<file path="config.mk">
export PLATFORM = sky130hd
export DESIGN_NAME = seven_seg_scan_ctrl
export DESIGN_NICKNAME = d
export VERILOG_FILES = /design/src/rtl/seven_seg_scan_ctrl_pkg.sv /design/src/rtl/seven_seg_scan_ctrl_decode.sv /design/src/rtl/seven_seg_scan_ctrl.sv
export SDC_FILE = /design/constraint.sdc
export NUM_CORES = 1
export LEC_CHECK = 0
export BUFFER_PORTS_ARGS = -buffer_cell sky130_fd_sc_hd__buf_4
export CAP_MARGIN = 20
export CORE_MARGIN = 2
export CORE_UTILIZATION = 25
export DETAILED_ROUTE_END_ITERATION = 6
export SLEW_MARGIN = 10
export SYNTH_ARGS = -nofsm -noshare
export SYNTH_HDL_FRONTEND = slang
export SYNTH_SLANG_ARGS = --single-unit
</file>
<file path="constraint.sdc">
create_clock -name clk -period 3.69 [get_ports clk]
set_clock_uncertainty 0.1 [all_clocks]
set_input_delay 0.1845 -clock clk [delete_from_list [all_inputs] [get_ports clk]]
set_output_delay 0.1845 -clock clk [all_outputs]
set_load 0.02 [all_outputs]
</file>
<file path="src/rtl/seven_seg_scan_ctrl_pkg.sv">
// Shared constants and types for the seven-segment scan controller.
package seven_seg_pkg;

  localparam int unsigned NUM_DIGITS = 4;

  // Segment order g..a, active-high.
  localparam logic [6:0] SEG_0     = 7'b0111111;
  localparam logic [6:0] SEG_1     = 7'b0000110;
  localparam logic [6:0] SEG_2     = 7'b1011011;
  localparam logic [6:0] SEG_3     = 7'b1001111;
  localparam logic [6:0] SEG_4     = 7'b1100110;
  localparam logic [6:0] SEG_5     = 7'b1101101;
  localparam logic [6:0] SEG_6     = 7'b1111101;
  localparam logic [6:0] SEG_7     = 7'b0000111;
  localparam logic [6:0] SEG_8     = 7'b1111111;
  localparam logic [6:0] SEG_9     = 7'b1101111;
  localparam logic [6:0] SEG_BLANK = 7'b0000000;

  typedef enum logic [1:0] {
    OFF   = 2'd0,
    BLANK = 2'd1,
    SHOW  = 2'd2
  } scan_state_t;

  typedef logic [$clog2(NUM_DIGITS)-1:0] digit_idx_t;

endpackage

</file>
<file path="src/rtl/seven_seg_scan_ctrl_decode.sv">
// BCD nibble to seven-segment pattern; non-decimal codes render as a blank digit.
module bcd_seg_decode
  import seven_seg_pkg::*;
(
  input  logic [3:0] i_bcd,
  output logic [6:0] o_seg
);

  always_comb begin
    o_seg = SEG_BLANK;
    case (i_bcd)
      4'd0:    o_seg = SEG_0;
      4'd1:    o_seg = SEG_1;
      4'd2:    o_seg = SEG_2;
      4'd3:    o_seg = SEG_3;
      4'd4:    o_seg = SEG_4;
      4'd5:    o_seg = SEG_5;
      4'd6:    o_seg = SEG_6;
      4'd7:    o_seg = SEG_7;
      4'd8:    o_seg = SEG_8;
      4'd9:    o_seg = SEG_9;
      default: o_seg = SEG_BLANK;
    endcase
  end

endmodule

</file>
<file path="src/rtl/seven_seg_scan_ctrl.sv">
// Four-digit multiplexed seven-segment scan controller with blank interval per slot.
// Optional leading-zero suppression: define SEVEN_SEG_LZ_BLANK_EN.
module seven_seg_scan_ctrl
  import seven_seg_pkg::*;
#(
  parameter int unsigned DIV          = 50000,
  parameter int unsigned BLANK_CYCLES = 16
) (
  input  logic        clk,
  input  logic        reset_n,
  input  logic        enable,
  input  logic        load,
  input  logic [15:0] value_in,
  input  logic [3:0]  dp_in,
  output logic [6:0]  seg,
  output logic        dp_n,
  output logic [3:0]  an_n,
  output logic        frame_done
);

  localparam int unsigned   CW            = $clog2(DIV);
  localparam logic [CW-1:0] CNT_BLANK_END = CW'(BLANK_CYCLES - 1);
  localparam logic [CW-1:0] CNT_SLOT_END  = CW'(DIV - 1);

  scan_state_t   r_state, w_state_nxt;
  digit_idx_t    r_idx, w_idx_nxt;
  logic [CW-1:0] r_cnt, w_cnt_nxt;

  logic [15:0] r_shadow_val, r_active_val;
  logic [3:0]  r_shadow_dp, r_active_dp;

  logic [6:0] r_seg, w_seg_nxt;
  logic       r_dp_n, w_dp_n_nxt;
  logic [3:0] r_an_n, w_an_n_nxt;
  logic       r_frame_done, w_frame_done_nxt;

  logic       w_frame_start;
  logic [3:0] w_digit;
  logic [6:0] w_dec;
  logic       w_lz;

  // The counter spans the whole slot: BLANK occupies the low counts, SHOW the rest.
  always_comb begin
    w_state_nxt = r_state;
    w_idx_nxt   = r_idx;
    w_cnt_nxt   = r_cnt + CW'(1);
    if (!enable) begin
      w_state_nxt = OFF;
      w_idx_nxt   = '0;
      w_cnt_nxt   = '0;
    end else begin
      case (r_state)
        OFF: begin
          w_state_nxt = BLANK;
          w_idx_nxt   = '0;
          w_cnt_nxt   = '0;
        end
        BLANK: begin
          if (r_cnt == CNT_BLANK_END) w_state_nxt = SHOW;
        end
        SHOW: begin
          if (r_cnt == CNT_SLOT_END) begin
            w_state_nxt = BLANK;
            w_idx_nxt   = r_idx + 1'b1;
            w_cnt_nxt   = '0;
          end
        end
        default: begin
          w_state_nxt = OFF;
          w_idx_nxt   = '0;
          w_cnt_nxt   = '0;
        end
      endcase
    end
  end

  assign w_frame_start = (w_state_nxt == BLANK) && (w_idx_nxt == '0) && (r_state != BLANK);

  assign w_digit = r_active_val[{w_idx_nxt, 2'b00} +: 4];

  bcd_seg_decode u_dec (
    .i_bcd (w_digit),
    .o_seg (w_dec)
  );

`ifdef SEVEN_SEG_LZ_BLANK_EN
  always_comb begin
    w_lz = 1'b0;
    case (w_idx_nxt)
      2'd3:    w_lz = (r_active_val[15:12] == 4'd0);
      2'd2:    w_lz = (r_active_val[15:8] == 8'd0);
      2'd1:    w_lz = (r_active_val[15:4] == 12'd0);
      default: w_lz = 1'b0;
    endcase
  end
`else
  assign w_lz = 1'b0;
`endif

  // Outputs are computed from the next state so they line up with the registered state.
  always_comb begin
    w_seg_nxt        = SEG_BLANK;
    w_dp_n_nxt       = 1'b1;
    w_an_n_nxt       = '1;
    w_frame_done_nxt = (w_state_nxt == SHOW) && (w_idx_nxt == 2'd3) &&
                       (w_cnt_nxt == CNT_SLOT_END);
    if (w_state_nxt == SHOW) begin
      w_seg_nxt  = w_lz ? SEG_BLANK : w_dec;
      w_dp_n_nxt = ~r_active_dp[w_idx_nxt];
      w_an_n_nxt = ~(4'b0001 << w_idx_nxt);
    end
  end

  always_ff @(posedge clk) begin
    if (!reset_n) begin
      r_state      <= BLANK;
      r_idx        <= '0;
      r_cnt        <= '0;
      r_shadow_val <= '0;
      r_shadow_dp  <= '0;
      r_active_val <= '0;
      r_active_dp  <= '0;
      r_seg        <= SEG_BLANK;
      r_dp_n       <= 1'b1;
      r_an_n       <= '1;
      r_frame_done <= 1'b0;
    end else begin
      r_state      <= w_state_nxt;
      r_idx        <= w_idx_nxt;
      r_cnt        <= w_cnt_nxt;
      r_seg        <= w_seg_nxt;
      r_dp_n       <= w_dp_n_nxt;
      r_an_n       <= w_an_n_nxt;
      r_frame_done <= w_frame_done_nxt;
      if (load) begin
        r_shadow_val <= value_in;
        r_shadow_dp  <= dp_in;
      end
      // Non-blocking copy takes the pre-load shadow when load coincides with frame start.
      if (w_frame_start) begin
        r_active_val <= r_shadow_val;
        r_active_dp  <= r_shadow_dp;
      end
    end
  end

  assign seg        = r_seg;
  assign dp_n       = r_dp_n;
  assign an_n       = r_an_n;
  assign frame_done = r_frame_done;

endmodule

</file>
==> results of run 1 <==
-- cell type report --
| cell class | instances | area, sq um |
|---|---|---|
| flip-flops and latches | 73 | 1460 |
| multi-input cells | 247 | 1800 |
| fillers | 1345 | 8990 |
| repair buffers | 48 | 390 |
| clock buffers | 9 | 225 |
| inverters | 11 | 41.3 |
| well taps | 176 | 220 |
| clock inverters | 7 | 55.1 |
-- metrics by stage --
step / worst slack (ns) / hold slack (ns) / cells / utilization [%] / power, mW
2_1_floorplan: 0.608 / 0.254 / 347 / - / 0.901
3_3_place_gp: 0.372 / 0.339 / 545 / 28.9 / 0.935
3_5_place_dp: 0.222 / 0.349 / 545 / 28.9 / 0.938
4_1_cts: 0.208 / 0.000142 / 568 / 31.6 / 1.77
5_1_grt: 0.136 / 0.0147 / 571 / 31.8 / 1.81
6_report: 0.368 / 0.00453 / 571 / 31.8 / 1.74
-- sequential cells by signal (all words and copies together), names as in the netlist --
| name | flops |
|---|---|
| r_shadow_val | 16 |
| r_active_val | 16 |
| r_state | 2 |
| r_idx | 2 |
| r_cnt | 16 |
| an_n | 4 |
| frame_done | 1 |
| seg | 7 |
| r_active_dp | 4 |
| dp_n | 1 |
| r_shadow_dp | 4 |
-- critical path, delay by kind of cell, from the launching register on --
family | cells | cell delay, ns
compound gates | 1 | 0.12
fa+ha+maj | 1 | 0.22
buf+inv | 1 | 0.16
flops | 1 | 0.36
mux | 2 | 0.63
simple gates | 5 | 1.67
-- logic make-up after synthesis --
logic type | after synthesis | synth area share (%)
fa+ha+maj | 11 | 4.08
xor+xnor | 17 | 4.41
compound gates | 28 | 5.63
flops | 73 | 43.3
simple gates | 134 | 22.2
buf+inv | 27 | 3.30
mux | 57 | 17.1
-- routing by layer --
metal	vias to the layer above	GRT usage (%)	share of wire (%)
met1	1161	12.7	50
met2	47	15.7	45
met4	0	4.26	2.0
met5	-	0	0
met3	12	3.21	3.9
li1	1280	-	-
-- synth_stat cells, drive strengths merged (7+ instances only) --
library cell,instances,area (sq um)
clkbuf,13,48.8
dfxtp,73,1460
ha,11,138
inv,11,41.3
mux2i,54,544
nand2,20,75.1
nand3,9,45.0
nor2,28,115
nor2b,41,257
nor3,7,35.0
o21ai,8,43.8
xnor2,9,78.8
xor2,8,70.1
-- cells in the final DEF (no fill, tap or decap), types with 5 or more instances in the layout --
cell,netlist,final
dlygate4sd3_1,0,7
nand4_1,5,5
nor2_1,26,26
ha_1,11,11
nor3_1,7,7
o21ai_0,7,7
inv_1,11,11
mux2i_1,53,53
dfxtp_1,73,73
nand3_1,9,9
clkbuf_16,0,9
and2_1,5,5
nor2b_1,41,41
nand2_1,20,20
buf_4,0,40
xor2_1,8,8
xnor2_1,9,9
-- final timing paths --
path / end / slack [ns] / depth (start not counted)
worst max-delay path: seg[0] / 0.37 / 10
worst min-delay path: r_shadow_val[2] / 0.005 / 3
worst max register to register: seg[0] / 0.37 / 10
worst min register to register: r_cnt[0] / 0.37 / 1
-- where the power goes --
group	switching, mW	internal, mW	total (mW)
sequential	0.0117	0.807	0.819
clock	0.356	0.461	0.817
combinational	0.0482	0.0580	0.106
total	0.416	1.33	1.74
-- timing repair --
action / 4_1_cts / 5_1_grt
hold buffers: 7 / 0
setup buffers: 0 / 3
endpoints found under the setup margin: 0 / 5
gates resized for setup: 0 / 0
hold endpoints to repair: 7 / 0
==> metrics.csv, run 1 <==
stage,metric,value,unit
status,outcome,"complete, no violations",
sta,fin. max-slew vios,0,
worst_setup_path,RR Startpoint,r_cnt[4],
worst_setup_path,Critical Path AT,3.49,ns
pwr,worst vdd ir,0.257,mV
sta,setup_tns,0,ns
worst_setup_path,Crit path largest cell delay,0.56,ns
layout,share of layout cells above drive strength 1,17.7,%
pwr,P per Cell Area,415,nW/um^2
clocking,CTS tree,yes,
detailed_routing,via count,2500,
sta,FMAX,301,MHz
yosys,mapped cell area,3380,sq um
global_route,grt ovf,0,
worst_setup_path,Critical path origin,r_cnt[4],
sta,Relative slew margins,60.2,%
pwr,Leak,1.71,nW
worst_setup_path,CP required,3.86,ns
detailed_routing,Final ANT Viol Nets,0,
yosys,Mean Syn Cell Area,9.73,sq um
yosys,number of enable flip-flop cells after synthesis,0,
placement,placed inst area,3810,sq um
yosys,Ys Warns,0,
placement,post-DP HPWL,4940,um
yosys,syn nets,382,
global_route,largest net degree at the start of global routing,47,
global_route,Total GRT Usage,10.1,%
worst_setup_path,CP cell instances,"or4_4, nor4_4, and4b_1, nor2_2, nor2_4, mux2i_1, inv_1, ha_1, mux2_2, o22ai_1",
clocking,clock latency on the worst-skew pair,0.34,ns
yosys,Synth Register Bits,73,
detailed_routing,drt pass-1 iters,4,
global_route,global-route wire length before repair,11400,um
placement,count of input and output buffers,36,
layout,Nets,425,
clocking,clock buffer depth,2,
yosys,sequential area share after synthesis,43.3,%
layout,fin area,4200,sq um
layout,area delta synth->final,24.3,%
detailed_routing,drt wl/cell,12.0,um
floorplanning,Chip Height,120,um
detailed_routing,detailed-route vias per instance,4.38,
job,Max-Cap Viols,0,
floorplanning,I/O Pins,37,
worst_setup_path,CP Max Fanout,8,
sta,post-route clock period utilization,90.0,%
floorplanning,Core Area,13200,sq um
floorplanning,Initial Util,25.6,%
sta,Worst-Margin Slew,0.585,ns
clocking,Sink Count,73,
clocking,root buffer cell,clkbuf_16,
worst_hold_path,worst hold path type,input pin to register,
clocking,CTS HTree Levels,3,
detailed_routing,Iter 0 DRT Violations,99,
sta,Tmin final,3.32,ns
clocking,"CTS clk-pin slew, worst paths",0.06,ns
global_route,initial antenna violation count,0,
worst_setup_path,critical path capture point type,register,
global_route,vias in the first global route,2400,
floorplanning,Die Width,120,um
layout,ant diodes,0,
floorplanning,total die area,14400,sq um
worst_setup_path,Setup CP Type,register to register,
worst_hold_path,hold_sp,value_in[2],
worst_setup_path,Startpoint Class,register,
placement,global placer's final weighted congestion,0.826,
worst_setup_path,CP max stage cell,or4_4,
sta,final setup vio count,0,
sta,Final Hold Vio Count,0,
yosys,Cell variety after synth,44,
clocking,total CTS buffers,9,
yosys,share of flip-flops with an asynchronous set or reset,0,%
detailed_routing,Routed WL,6840,um
sta,RSZ-0062 raised after global routing,false,
floorplanning,Row Count,42,
detailed_routing,Residual DRC,0,
yosys,Cells after Synth,347,
yosys,ys flop type,dfxtp_1,
Note: power is estimated with default switching activity, not from simulation.
==> run 2: changes to the inputs <==
Settings changed: CORE_UTILIZATION 25 to 59, GPL_TIMING_DRIVEN set to 0, PLACE_DENSITY set to 0.8, SYNTH_HIERARCHICAL set to 1.
==> run 2 against run 1 <==
Clock-buffer cell count is 3 higher. Critical path type unchanged. Non-clock buffer count is 24 higher. Global-route usage is 14 points higher. Largest cell class unchanged.
==> metrics.csv, run 2 <==
stage,metric,value,unit
global_route,initial antenna violation count,0,
sta,Tmin final,3.49,ns
detailed_routing,detailed-route vias per instance,5.63,
yosys,ys flop type,dfxtp_1,
yosys,Cells after Synth,402,
clocking,"CTS clk-pin slew, worst paths",0.08,ns
floorplanning,Row Count,28,
clocking,CTS HTree Levels,3,
worst_hold_path,Worst Hold Path Cells,3,
detailed_routing,drt wl/cell,14.6,um
worst_setup_path,Startpoint Class,register,
worst_setup_path,RR Startpoint,r_state[1],
yosys,mapped cell area,3670,sq um
clocking,root buffer cell,clkbuf_8,
worst_hold_path,hold_sp,dp_in[0],
placement,placed inst area,4030,sq um
worst_hold_path,Hold Path End,r_shadow_dp[0],
yosys,post-synth top area share,39.8,%
layout,fin area,4430,sq um
yosys,Synth Register Bits,73,
sta,post-route clock period utilization,94.5,%
yosys,Mean Syn Cell Area,9.13,sq um
yosys,most frequent cell after synthesis,dfxtp_1,
worst_setup_path,Setup CP Type,register to register,
pwr,worst vdd ir,0.276,mV
pwr,Overall Power,1.65,mW
floorplanning,total die area,6870,sq um
placement,global placer's final weighted congestion,0.870,
worst_setup_path,Reg2Reg Setup Slack,0.20,ns
detailed_routing,via count,3052,
layout,top flop regs,"r_active_val x16, r_cnt x16, r_shadow_val x16",
layout,"most common cell after layout, fill and taps aside",dfxtp_1,
global_route,vias in the first global route,2865,
worst_setup_path,CP Max Fanout,8,
worst_setup_path,Critical Path AT,3.63,ns
floorplanning,Chip Height,82.9,um
worst_hold_path,worst hold path type,input pin to register,
layout,ant diodes,0,
floorplanning,Initial Util,61.6,%
layout,share of layout cells above drive strength 1,17.1,%
floorplanning,Die Width,82.9,um
global_route,Total GRT Usage,23.8,%
floorplanning,Core Area,5960,sq um
sta,Final Hold Vio Count,0,
yosys,Post-synth top cells,"dfxtp_1 (73), nand2_1 (56), mux2i_1 (52)",
yosys,number of enable flip-flop cells after synthesis,0,
placement,count of input and output buffers,35,
layout,Filler cells,422,
clocking,clock buffer depth,2,
sta,final setup vio count,0,
detailed_routing,Iter 0 DRT Violations,205,
clocking,CTS tree,yes,
yosys,sequential area share after synthesis,39.8,%
status,outcome,"complete, no violations",
sta,Relative slew margins,43.4,%
global_route,global-route wire length before repair,13300,um
clocking,Sink Count,73,
worst_setup_path,Reg2Reg Depth,13,
yosys,syn nets,437,
detailed_routing,Final ANT Viol Nets,0,
layout,"commonest cells after routing, fill and taps aside","dfxtp_1 (72), nand2_1 (56), mux2i_1 (50)",
yosys,leading cell types by total area after synthesis,"dfxtp_1 (40%), mux2i_1 (14%), nand2_1 (5.7%), ha_1 (3.7%), nor2b_1 (3.7%)",
clocking,clock latency on the worst-skew pair,0.34,ns
yosys,post-synth top area cell,dfxtp_1,
layout,area delta synth->final,20.6,%
detailed_routing,Residual DRC,0,
global_route,largest net degree at the start of global routing,13,
yosys,Cell variety after synth,58,
sta,worst hold slack,0.0101,ns
pwr,P per Cell Area,373,nW/um^2
layout,Nets,497,
yosys,share of flip-flops with an asynchronous set or reset,0,%
clocking,total CTS buffers,9,
global_route,grt ovf,0,
placement,post-DP HPWL,5370,um
worst_setup_path,critical path capture point type,register,
worst_setup_path,RR Endpoint,seg[5],
worst_setup_path,CP required,3.84,ns
detailed_routing,drt pass-1 iters,5,
sta,FMAX,287,MHz
floorplanning,I/O Pins,37,
detailed_routing,Routed WL,7900,um
sta,fin. max-slew vios,0,
job,Max-Cap Viols,0,
sta,Worst-Margin Slew,0.849,ns
yosys,Ys Warns,6,
pwr,Leak,1.72,nW
placement,placed cell count,512,
layout,Layout Cells excl Fill,542,
==> run 2: cell count changes in the layout (fill, tap and decap cells not counted), sizes merged, moves of 3 or more <==
cell	previous run	this run
nor2b	41	23
dlygate4sd3	7	13
a21oi	5	9
clkbuf	9	27
clkinv	4	0
and2	5	9
or4	4	0
buf	41	44
nand2	20	56
==> run 2: worst max-delay path, stage by stage, from the launching register on <==
cell and delay [ns]:
dfxtp_1 0.45, inv_1 0.12, ha_1 0.37, nand2_1 0.20, or3_1 0.41, o32ai_2 0.34
a21oi_2 0.18, mux2i_1 0.18, mux2i_2 0.25, inv_1 0.14, ha_1 0.25, a21oi_2 0.15
o22ai_2 0.09, and2_1 0.15
==> run 2: through the flow <==
stage	utilization [%]	worst slack, ns	TNS, ns
after floorplan	-	0.383	0
after global placement	67.6	-0.179	-0.733
after detailed placement	67.6	-0.267	-1.07
after CTS	74.0	0.0760	0
after global routing	74.3	-0.0187	-0.0187
final	74.3	0.205	0
==> run 2: kinds of logic after synthesis <==
logic type	synth area share, %
compound gates	9.17
xor+xnor	3.82
fa+ha+maj	3.75
buf+inv	5.32
flops	39.8
mux	14.8
simple gates	23.3
==> run 2: final cells by class <==
| type | count | area (sq um) | area share (%) |
|---|---|---|---|
| Multi-Input combinational cell | 291 | 2040 | 46.2 |
| Clock inverter | 4 | 75.1 | 1.70 |
| Clock buffer | 12 | 155 | 3.51 |
| Inverter | 15 | 56.3 | 1.27 |
| Tap cell | 75 | 93.8 | 2.12 |
| Buffer | 23 | 139 | 3.14 |
| Sequential cell | 73 | 1460 | 33.1 |
| Timing Repair Buffer | 49 | 400 | 9.05 |
==> run 2: worst max-delay path by stage <==
stage | start | end | slack, ns | cells past startpoint
5_1_grt | r_state[1] | seg[5] | -0.02 | 13
3_5_place_dp | r_cnt[0] | seg[5] | -0.27 | 13
6_report | r_state[1] | seg[5] | 0.20 | 13
3_3_place_gp | r_cnt[0] | seg[5] | -0.18 | 13
2_1_floorplan | r_state[0] | seg[4] | 0.38 | 12
4_1_cts | r_state[0] | seg[5] | 0.08 | 13
==> run 2: what timing repair did <==
item,4_1_cts,5_1_grt
endpoints found under the setup margin,6,7
setup buffers,0,1
resized for setup,3,3
endpoints found under the hold margin,13,0
hold buffers,13,0
pin swaps,0,0
==> run 2: metal layers <==
layer	wire length, um	part of all wire [%]	vias to the layer above	global-route usage (%)
met1	3720	47	1450	30.9
li1	-	-	1503	-
met3	387	4.9	17	4.67
met2	3620	46	82	37.7
met5	0	0	-	0
met4	168	2.1	0	11.8
==> run 2: power by group <==
| group | leakage, nW | switching [mW] | total [mW] | internal [mW] |
|---|---|---|---|---|
| clock | 0.109 | 0.294 | 0.712 | 0.418 |
| sequential | 0.593 | 0.0116 | 0.816 | 0.804 |
| combinational | 1.02 | 0.0598 | 0.122 | 0.0622 |
